[config.mk]
export PLATFORM = sky130hd
export DESIGN_NAME = vga_ctrl
export DESIGN_NICKNAME = d
export VERILOG_FILES = /design/src/rtl/vga_ctrl.sv
export SDC_FILE = /design/constraint.sdc
export NUM_CORES = 1
export LEC_CHECK = 0
export BUFFER_PORTS_ARGS = -buffer_cell sky130_fd_sc_hd__buf_2
export CAP_MARGIN = 20
export CORE_AREA = 2 2 64 66
export CTS_BUF_LIST = sky130_fd_sc_hd__clkbuf_8 sky130_fd_sc_hd__clkbuf_16
export CTS_CLUSTER_SIZE = 8
export DETAILED_ROUTE_END_ITERATION = 8
export DIE_AREA = 0 0 66 68
export GPL_TIMING_DRIVEN = 0
export PLACE_DENSITY = 0.84
export SYNTH_ARGS = -nofsm -noshare
export SYNTH_HDL_FRONTEND = slang
export SYNTH_SLANG_ARGS = --single-unit
[constraint.sdc]
create_clock -name vga_clk -period 2.4 [get_ports vga_clk]
set_input_delay 0.12 -clock vga_clk [delete_from_list [all_inputs] [get_ports vga_clk]]
set_output_delay 0.12 -clock vga_clk [all_outputs]
set_load 0.02 [all_outputs]
[src/rtl/vga_ctrl.sv]
// vga_ctrl: VGA timing generator (640x480@60 by default) with a PIX_LAT-aligned RGB565 output stage.
// Define VGA_CTRL_PATTERN_EN to build the 8-bar test pattern selected by pattern_on.
module vga_ctrl #(
    parameter int unsigned H_ACTIVE = 640,
    parameter int unsigned H_FP     = 16,
    parameter int unsigned H_SYNC   = 96,
    parameter int unsigned H_BP     = 48,
    parameter int unsigned V_ACTIVE = 480,
    parameter int unsigned V_FP     = 10,
    parameter int unsigned V_SYNC   = 2,
    parameter int unsigned V_BP     = 33,
    parameter int unsigned PIX_LAT  = 1
) (
    input  logic        vga_clk,
    input  logic        sys_rst_n,
    input  logic [15:0] pix_data,
    input  logic        pattern_on,
    output logic [9:0]  pix_x,
    output logic [9:0]  pix_y,
    output logic        hsync,
    output logic        vsync,
    output logic [15:0] rgb,
    output logic        de,
    output logic        frame_tick
);

    localparam int unsigned H_TOTAL = H_ACTIVE + H_FP + H_SYNC + H_BP;
    localparam int unsigned V_TOTAL = V_ACTIVE + V_FP + V_SYNC + V_BP;

    logic [9:0] r_h_cnt;
    logic [9:0] r_v_cnt;
    logic       w_h_last;
    logic       w_v_last;
    logic       w_active;
    logic       w_hsync;
    logic       w_vsync;

    assign w_h_last = (r_h_cnt == 10'(H_TOTAL - 1));
    assign w_v_last = (r_v_cnt == 10'(V_TOTAL - 1));
    assign w_active = (r_h_cnt < 10'(H_ACTIVE)) && (r_v_cnt < 10'(V_ACTIVE));
    assign w_hsync  = !((r_h_cnt >= 10'(H_ACTIVE + H_FP)) &&
                        (r_h_cnt <  10'(H_ACTIVE + H_FP + H_SYNC)));
    assign w_vsync  = !((r_v_cnt >= 10'(V_ACTIVE + V_FP)) &&
                        (r_v_cnt <  10'(V_ACTIVE + V_FP + V_SYNC)));

    assign pix_x      = w_active ? r_h_cnt : '1;
    assign pix_y      = w_active ? r_v_cnt : '1;
    assign frame_tick = w_h_last && w_v_last;

    always_ff @(posedge vga_clk or negedge sys_rst_n) begin
        if (!sys_rst_n) begin
            r_h_cnt <= '0;
            r_v_cnt <= '0;
        end else if (w_h_last) begin
            r_h_cnt <= '0;
            r_v_cnt <= w_v_last ? '0 : r_v_cnt + 10'd1;
        end else begin
            r_h_cnt <= r_h_cnt + 10'd1;
        end
    end

    // Element 0 of each *_pipe is the live value; element PIX_LAT lines up with pix_data.
    logic [PIX_LAT-1:0] r_act_d;
    logic [PIX_LAT-1:0] r_hs_d;
    logic [PIX_LAT-1:0] r_vs_d;
    logic [PIX_LAT:0]   w_act_pipe;
    logic [PIX_LAT:0]   w_hs_pipe;
    logic [PIX_LAT:0]   w_vs_pipe;

    assign w_act_pipe = {r_act_d, w_active};
    assign w_hs_pipe  = {r_hs_d, w_hsync};
    assign w_vs_pipe  = {r_vs_d, w_vsync};

    always_ff @(posedge vga_clk or negedge sys_rst_n) begin
        if (!sys_rst_n) begin
            r_act_d <= '0;
            r_hs_d  <= '1;
            r_vs_d  <= '1;
        end else begin
            r_act_d <= w_act_pipe[PIX_LAT-1:0];
            r_hs_d  <= w_hs_pipe[PIX_LAT-1:0];
            r_vs_d  <= w_vs_pipe[PIX_LAT-1:0];
        end
    end

    logic [15:0] w_pix;

`ifdef VGA_CTRL_PATTERN_EN
    localparam int unsigned BAR_W = H_ACTIVE / 8;

    logic [PIX_LAT-1:0][9:0] r_hc_d;
    logic [PIX_LAT:0][9:0]   w_hc_pipe;
    logic [2:0]              w_bar_idx;
    logic [15:0]             w_bar_rgb;

    assign w_hc_pipe = {r_hc_d, r_h_cnt};
    assign w_bar_idx = 3'(w_hc_pipe[PIX_LAT] / 10'(BAR_W));

    always_ff @(posedge vga_clk or negedge sys_rst_n) begin
        if (!sys_rst_n) begin
            r_hc_d <= '0;
        end else begin
            r_hc_d <= w_hc_pipe[PIX_LAT-1:0];
        end
    end

    always_comb begin
        w_bar_rgb = '0;
        case (w_bar_idx)
            3'd0: w_bar_rgb = 16'hFFFF;
            3'd1: w_bar_rgb = 16'hFFE0;
            3'd2: w_bar_rgb = 16'h07FF;
            3'd3: w_bar_rgb = 16'h07E0;
            3'd4: w_bar_rgb = 16'hF81F;
            3'd5: w_bar_rgb = 16'hF800;
            3'd6: w_bar_rgb = 16'h001F;
            default: w_bar_rgb = 16'h0000;
        endcase
    end

    assign w_pix = pattern_on ? w_bar_rgb : pix_data;
`else
    logic w_unused_pattern;
    assign w_unused_pattern = pattern_on;
    assign w_pix            = pix_data;
`endif

    always_ff @(posedge vga_clk or negedge sys_rst_n) begin
        if (!sys_rst_n) begin
            rgb   <= '0;
            de    <= 1'b0;
            hsync <= 1'b1;
            vsync <= 1'b1;
        end else begin
            rgb   <= w_act_pipe[PIX_LAT] ? w_pix : '0;
            de    <= w_act_pipe[PIX_LAT];
            hsync <= w_hs_pipe[PIX_LAT];
            vsync <= w_vs_pipe[PIX_LAT];
        end
    end

endmodule
# After elaboration in Yosys (flattened, before gate mapping)
# Index checks and enable logic that the tools add are counted.
[totals]
reg_bits = 42
latch_bits = 0
mem_bits_rw = 0
rom_bits = 0
inputBits = 19
output_inout_bits = 40
n_memories = 0
[op_classes]
add_sub_neg = 2
n_mul = 0
n_div = 0
order_cmp = 6
n_eq_ne = 2
shift = 0
n_mux = 5
bitwise_logic = 0
n_reduce_logical = 6
[op_table]
columns = ["cell", "count"]
rows = [
  ["two-way mux 10 bit", 4],
  ["adder 10 x 1 -> 10 bit (second input constant)", 2],
  ["equality test 10 bit (second input constant)", 2],
  ["< comparator 10 bit (second input constant)", 2],
  ["< comparator 10 x 9 -> 1 bit (second input constant)", 2],
  ["two-way mux 16 bit", 1],
  ["greater-or-equal comparator 10 bit (second input constant)", 1],
  ["greater-or-equal comparator 10 x 9 -> 1 bit (second input constant)", 1],
  ["logical AND 1 bit", 4],
  ["logical NOT 1 bit", 2],
]

# Depth between registers and ports, before layout
# Gate-level depths: netlist of run 1.
[depth]
ltp_word = 3
ltp_mapped = 6

# Least setup slack after synthesis of run 1
# Ideal clock, no wire load.
[synth_path]
path_type = "register -> register"
from = "register r_h_cnt[0]"
to = "register r_v_cnt[9]"
arrival_time_ps = 1962
slack_ps = 364
path_stages_with_launch = 7
n_path_buf = 1
path_cell_list = "dfrtp_1 > ha_1 > nand4_1 > or3_1 > buf_2 > or4_4 > a21oi_2"
[synth_between]
elab_chain_len = 1
[synth_rtl]
columns = ["element", "line", "rtl"]
rows = [
  ["start: declaration", "30", "logic [9:0] r_h_cnt;"],
  ["start signal: assignment", "58", "r_h_cnt <= r_h_cnt + 10'd1;"],
  ["equality test 10 bit", "38", "assign w_h_last = (r_h_cnt == 10'(H_TOTAL - 1));"],
  ["end signal: assignment", "56", "r_v_cnt <= w_v_last ? '0 : r_v_cnt + 10'd1;"],
  ["end: declaration", "31", "logic [9:0] r_v_cnt;"],
]
# Every way passes these cells.
# A chain may end at the register's enable or synchronous reset.

# Worst setup path after layout of run 1
[layout_path]
from = "register r_h_cnt[0]"
to = "output frame_tick"
[layout_between]
elab_chain_len = 2
[layout_rtl]
columns = ["element", "line", "rtl"]
rows = [
  ["equality test 10 bit", "38", ""],
  ["logical AND 1 bit", "48", "assign frame_tick = w_h_last && w_v_last;"],
  ["end: declaration", "24", "output logic frame_tick"],
]
# Every way passes these cells.

==> results of run 1 <==
-- routing by layer --
layer / up-vias / part of all wire [%] / track usage, %
met4: 0 / 1.8 / 6.122
li1: 706 / - / -
met3: 7 / 8.0 / 5.428
met2: 55 / 48 / 29.67
met5: - / 0 / 0
met1: 679 / 42 / 19.23
-- cells by family after synthesis --
kind of cell,Yosys count,synth area share [%]
simple gates,85,26.24
compound gates,12,4.144
flops,42,58.29
buf+inv,13,2.762
fa+ha+maj,4,2.763
xor+xnor,12,5.801
-- sequential cells by signal, summed over array words and instances (netlist names) --
signal / cells
rgb: 16
r_h_cnt: 10
r_v_cnt: 10
de: 1
hsync: 1
r_act_d: 1
r_hs_d: 1
r_vs_d: 1
vsync: 1
-- synthesized netlist by cell type --
master    count
a21oi_1       2
a21oi_2       1
a31oi_1       1
and2_1       17
and3_1        2
and3_2        1
buf_2         1
clkbuf_1      4
dfrtp_1      38
dfstp_2       4
ha_1          4
inv_1         8
nand2_1      10
nand2b_1      9
nand3_1      13
nand4_1       3
nor2_1        9
nor3_1        6
nor4_1        2
nor4b_1       1
o21a_1        2
o21ai_0       4
o31ai_1       2
or2_2         1
or3_1         8
or3_4         1
or4_1         1
or4_4         1
xnor2_1       6
xor2_1        6
-- per-stage QoR --
step / setup TNS (ns) / setup slack [ns]
finish: 0 / 0.1129
global route: -0.01919 / -0.01919
CTS: 0 / 0.05776
detailed placement: 0 / 0.1770
global placement: 0 / 0.2162
floorplan: 0 / 0.3637
-- path summary, 6_finish.rpt --
check | startpoint | end | slack (ns) | cells after the start
min reg2reg | r_hs_d$_DFF_PN1_ | hsync$_DFF_PN1_ | 0.36 | 0
max in group asynchronous | sys_rst_n | rgb[8]$_DFF_PN0_ | 1.33 | 2
min in group asynchronous | sys_rst_n | rgb[3]$_DFF_PN0_ | 0.50 | 2
max | r_h_cnt[0]$_DFF_PN0_ | frame_tick | 0.11 | 6
max reg2reg | r_h_cnt[0]$_DFF_PN0_ | r_v_cnt[9]$_DFFE_PN0N_ | 0.18 | 6
min | pix_data[10] | rgb[10]$_DFF_PN0_ | 0.04 | 2
-- repair_timing --
item / 4_1_cts / 5_1_grt
hold buffers: 1 / 0
gates cloned: 0 / 0
buffers inserted: 0 / 3
hold endpoints to repair: 38 / 0
pin swaps: 0 / 0
endpoints found under the setup margin: 10 / 10
gates resized for setup: 3 / 2
-- where the power goes --
| part | switching (W) | total, W | internal [W] |
|---|---|---|---|
| combinational | 0.0000420 | 0.0000687 | 0.0000267 |
| clock | 0.000228 | 0.000456 | 0.000228 |
| sequential | 0.00000287 | 0.000724 | 0.000721 |
| total | 0.000273 | 0.00125 | 0.000975 |
-- final cells by class --
type	count	area, um2	area share, %
Buffer	5	21.27	0.9259
Clock inverter	2	8.758	0.3813
Sequential cell	42	1056	45.97
Clock buffer	6	82.58	3.595
Timing Repair Buffer	61	317.8	13.83
Tap cell	50	62.56	2.723
Inverter	8	30.03	1.307
Multi-Input combinational cell	113	718.2	31.26
-- critical path, cell delays in order (launching register included) --
cell	delay, ns
dfrtp_1	0.42
ha_1	0.23
nand4_1	0.24
or3_1	0.42
buf_2	0.18
nor2_4	0.18
buf_2	0.19
==> metrics, run 1 <==
run status=finished clean; Die Y=68 um; post-synthesis sequential area ratio=58.29%; number of global-route vias before repair=1271; first-pass GRT wire length=5.637 mm; post-route cell area=2297 um2; drt via density=5.042; Unique masters post-synth=30; Port Buffers=57; Die ar.=4488 um2; crit end category=output port; Remaining Overflow, GRT=0; fmax=0.4372 GHz; WHS=0.03839 ns; initial DRC count=68; CTS Sinks=42; commonest non-fill, non-tap cells in the layout=58 x buf_2, 38 x dfrtp_1, 17 x and2_1; drt pass-1 iters=4; cell taking the most area after synthesis=dfrtp_1; worst hold path type=in2reg; post-route ant nets=0; final setup vio count=0; Leak=1.201 nW; DIE WIDTH=66 um; CTS Buf Count=5; Initial Utilization=46.98%; Layout Area Growth over Synthesis=26.80%; Synth top area share=52.49%; Ports=59; crit share post-route=95.30%; Yosys warning count=0; CTS tree=done; via count=1447; Mapped Cells=168; clock latency at the later pin of the worst-skew pair=0.29 ns; post-synthesis register bit count=42; Final Wtd Congestion=0.8570; Slew @ Worst Pin=0.9137 ns; Pwr Total=0.001248 W; Relative slew margins=39.09%; critical path launch point type=flop; Req. time, crit path=2.28 ns; post-DR wirelength/cell=12.45 um; Syn Area/Cell=10.78 um2; non-filler cells, final=287; fin util=59.57%; post-synthesis net count=191; DRC Markers=0; initial antenna violation count=0; largest net degree at the start of global routing=43; Slew Limit Fails=0; Reg clk slew, reported paths=0.07 ns; Filler cells=340; largest cells by area after synthesis=dfrtp_1 52%, and2_1 5.9%, dfstp_2 5.8%; power per cell area=543.4 nW/um2; critical setup path kind=reg2out; H-tree depth=2; max-cap violations=0; worst vdd ir=0.2559 mV; Final Hold Fails=0; dpl cells=275; Placed Area=2160 um2; DRT Wirelength=3.572 mm; layout cells sized above 1=33.76%; Ant. Diodes=0; gr usage total=16.81%; Period minus WS final=2.287 ns; commonest non-fill, non-tap cell in the layout=buf_2; critical path data arrival time=2.17 ns; synthesized area=1812 um2; core footprint=3856 um2; Fin Clk Skew=0.003834 ns; DP HPWL=2.567 mm; FP Rows=23; critical path fanouts, max=8; Clock Path Buffers=2; root buffer cell=clkbuf_8; Final #Nets=259
Note: power is estimated with default switching activity, not from simulation.
==> run 2, diff against run 1 <==
==> config.mk (replaced) <==
export PLATFORM = sky130hd
export DESIGN_NAME = vga_ctrl
export DESIGN_NICKNAME = d
export VERILOG_FILES = /design/src/rtl/vga_ctrl.sv
export SDC_FILE = /design/constraint.sdc
export NUM_CORES = 1
export LEC_CHECK = 0
export ABC_AREA = 1
export BUFFER_PORTS_ARGS = -buffer_cell sky130_fd_sc_hd__buf_2
export CAP_MARGIN = 20
export CORE_AREA = 2 2 65 67
export CTS_BUF_LIST = sky130_fd_sc_hd__clkbuf_8 sky130_fd_sc_hd__clkbuf_16
export CTS_CLUSTER_SIZE = 8
export DETAILED_ROUTE_END_ITERATION = 8
export DIE_AREA = 0 0 67 69
export GPL_TIMING_DRIVEN = 0
export PLACE_DENSITY = 0.85
export SYNTH_ARGS = -nofsm -noshare
export SYNTH_HDL_FRONTEND = slang
export SYNTH_SLANG_ARGS = --single-unit
==> run 2 against run 1 <==
  * Clock power rose by 2%
  * Via count increased by 15%
  * Synthesized area is 6.0% higher
  * Critical path depth increased by 1
  * Design area increased by 4.4%
  * Non-clock buffer count up 1
  * Sequential cell count is the same
  * First-iteration DRC count fell by 34%
  * Die area rose by 3.0%
  * Clock skew rose by 0.0028 ns
  * Largest power group unchanged
  * Highest routed layer unchanged
==> metrics, run 2 <==
first-pass GRT wire length=7.038 mm (was 5.637 mm); Port Buffers=57 (unchanged); CTS Buf Count=5 (unchanged); largest cells by area after synthesis=dfrtp_1 50%, nand2_1 13%, inv_1 8.8% (was dfrtp_1 52%, and2_1 5.9%, dfstp_2 5.8%); cell taking the most area after synthesis=dfrtp_1 (unchanged); Placement Setup Slack=0.7592 ns (was 0.1770 ns); post-route ant nets=0 (unchanged); core footprint=3914 um2 (was 3856 um2); largest net degree at the start of global routing=43 (unchanged); post-synthesis net count=253 (was 191); initial DRC count=45 (was 68); post-synthesis register bit count=42 (unchanged); Mapped Cells=230 (was 168); layout cells sized above 1=25.75% (was 33.76%); RSZ-0062 raised after global routing=false; number of global-route vias before repair=1681 (was 1271); Reg area=1056 um2 (unchanged); worst hold path type=in2reg (unchanged); DIE WIDTH=67 um (was 66 um); Die ar.=4623 um2 (was 4488 um2); Unique masters post-synth=20 (was 30); max-cap violations=0 (unchanged); worst vdd ir=0.4227 mV (was 0.2559 mV); Relative slew margins=40.11% (was 39.09%); Req. time, crit path=2.28 ns (about the same); post-synthesis async set-or-reset flop share=100.0% (unchanged); clock latency at the later pin of the worst-skew pair=0.30 ns (was 0.29 ns); Yosys warning count=0 (unchanged); DRC Markers=0 (unchanged); Slew @ Worst Pin=0.8984 ns (was 0.9137 ns); flop-to-flop setup slack=0.75 ns (was 0.18 ns); drt pass-1 iters=4 (unchanged); FF-to-FF End=r_v_cnt[9]$_DFFE_PN0N_ (unchanged); Final Wtd Congestion=0.8565 (was 0.8570); Remaining Overflow, GRT=0 (unchanged); FP Rows=23 (unchanged); Leak=1.405 nW (was 1.201 nW); max FFs per register=16 (unchanged); post-DR wirelength/cell=12.02 um (was 12.45 um); final setup vio count=0 (unchanged); commonest non-fill, non-tap cells in the layout=65 x nand2_1, 60 x buf_2, 45 x inv_1 (was 58 x buf_2, 38 x dfrtp_1, 17 x and2_1); Fin Clk Skew=0.006641 ns (was 0.003834 ns); most frequent cell after synthesis=nand2_1 (was dfrtp_1); most used cell along the critical path=nor2_1 (was buf_2); run status=finished clean (unchanged); WHS Endpoint=rgb[2]$_DFF_PN0_ (was rgb[10]$_DFF_PN0_); final setup margin=0.3829 ns (was 0.1129 ns); worst hold path stage count=3 (was 2); synthesized area=1921 um2 (was 1812 um2); Final Hold Fails=0 (unchanged); worst path cell trace=inv_1, ha_1, nand2_1, nor2_1, nand3_1, nor2_1, buf_2 (was ha_1, nand4_1, or3_1, buf_2, nor2_4, buf_2); Filler cells=369 (was 340); Pwr Total=0.001264 W (was 0.001248 W); critical setup path kind=reg2out (unchanged); WHS=0.006050 ns (was 0.03839 ns); Ant. Diodes=0 (unchanged); Slew Limit Fails=0 (unchanged); Synth top area share=49.51% (was 52.49%); Clock Path Buffers=2 (unchanged); Die Y=69 um (was 68 um); CP peak stage delay=0.44 ns (was 0.42 ns); critical path data arrival time=1.90 ns (was 2.17 ns); R2R Path Start=r_v_cnt[0]$_DFFE_PN0N_ (was r_h_cnt[0]$_DFF_PN0_); crit end category=output port (unchanged); Reg clk slew, reported paths=0.09 ns (was 0.07 ns); cells on worst reg2reg path=7 (was 6); gr usage total=19.95% (was 16.81%); post-CTS setup buffer count=0 (unchanged); crit share post-route=84.04% (was 95.30%); fmax=0.4958 GHz (was 0.4372 GHz); CTS tree=done (unchanged); CP max stage cell=dfrtp_1 (unchanged); Layout Area Growth over Synthesis=24.89% (was 26.80%); initial antenna violation count=0 (unchanged); critical path fanouts, max=7 (was 8); power per cell area=527.0 nW/um2 (was 543.4 nW/um2); Top Registers=rgb (16), r_h_cnt (10), r_v_cnt (10) (unchanged); Synth top cells by count=65 x nand2_1, 45 x inv_1, 38 x dfrtp_1 (was 38 x dfrtp_1, 17 x and2_1, 13 x nand3_1); area occupied by multi-input gates=658.1 um2 (was 718.2 um2); Ports=59 (unchanged); post-synthesis sequential area ratio=54.98% (was 58.29%); Initial Utilization=49.07% (was 46.98%); Largest Register=rgb (unchanged); Final #Nets=321 (was 259); DRT Wirelength=4.195 mm (was 3.572 mm); Period minus WS final=2.017 ns (was 2.287 ns); Top FF cell, synth=dfrtp_1 (unchanged); H-tree depth=2 (unchanged); Setup TNS=0 ns (unchanged); CTS Sinks=42 (unchanged); Syn Area/Cell=8.350 um2 (was 10.78 um2); via count=1670 (was 1447); commonest non-fill, non-tap cell in the layout=nand2_1 (was buf_2); Post-synth EDFFs=0 (unchanged); root buffer cell=clkbuf_8 (unchanged); critical path launch point type=flop (unchanged); hold path start=pix_data[2] (was pix_data[10]); DP HPWL=2.927 mm (was 2.567 mm); drt via density=4.785 (was 5.042)
-- run 2: changes by cell type after synthesis, sizes merged, moves of 3 or more --
cell    before  now
nand2       10   65
inv          8   46
and2        17    0
buf          1    4
nand4        3    8
nor2         9   18
or3          9    0
and3         3    0
xnor2        6    0
o21ai        4   13
nand2b       9    0
-- run 2: repair_timing --
item	4_1_cts	5_1_grt
endpoints found under the hold margin	41	0
gates resized for setup	0	0
hold buffers	4	0
-- run 2: metrics by stage --
step | util [%] | std cells | area (um2)
2_1_floorplan | - | 230 | 1921
3_3_place_gp | 57.96 | 337 | 2268
3_5_place_dp | 57.96 | 337 | 2268
4_1_cts | 61.29 | 349 | 2399
5_1_grt | 61.29 | 349 | 2399
6_report | 61.29 | 349 | 2399
-- run 2: cell families (layout without fill, tap and decap cells) --
logic type	Yosys count	in the layout	share of synthesized area [%]
AND/OR/NAND/NOR	109	109	24.23
buffers and inverters	52	121	10.75
flip-flops	42	42	54.98
AO/OA/AOI/OAI	16	16	4.235
XOR/XNOR	7	7	3.192
adder cells (fa/ha/maj)	4	4	2.606
-- run 2: power breakdown --
part | internal [W] | switching [W] | total (W)
combinational | 0.0000280 | 0.0000466 | 0.0000746
sequential | 0.000721 | 0.00000274 | 0.000723
clock | 0.000205 | 0.000262 | 0.000466
-- run 2: critical path, delay by kind of cell, from the launching register on --
family / cells / cell delay (ns)
fa+ha+maj: 1 / 0.18
buf+inv: 2 / 0.37
flops: 1 / 0.44
simple gates: 4 / 0.62
-- run 2: area by class of cell --
type,count,area share (%)
Clock inverter,3,0.8868
Timing Repair Buffer,61,13.56
Buffer,6,1.408
Clock buffer,5,2.869
Sequential cell,42,44.03
Inverter,46,7.199
Multi-Input combinational cell,136,27.44
Tap cell,50,2.608
-- run 2: how the worst max path moves through the flow --
stage,end,start,cells past startpoint
after detailed placement,frame_tick,r_v_cnt[0]$_DFFE_PN0N_,7
after floorplan,frame_tick,r_h_cnt[0]$_DFF_PN0_,6
after global routing,frame_tick,r_v_cnt[0]$_DFFE_PN0N_,7
after global placement,frame_tick,r_v_cnt[0]$_DFFE_PN0N_,7
after CTS,frame_tick,r_v_cnt[0]$_DFFE_PN0N_,7
final,frame_tick,r_v_cnt[0]$_DFFE_PN0N_,7
-- run 2: routing by layer --
layer	vias up	global-route usage [%]	part of all wire [%]
li1	831	-	-
met1	771	23.79	42
met2	62	33.44	50
met3	6	7.015	6.9
met4	0	5.669	1.2
met5	-	0	0
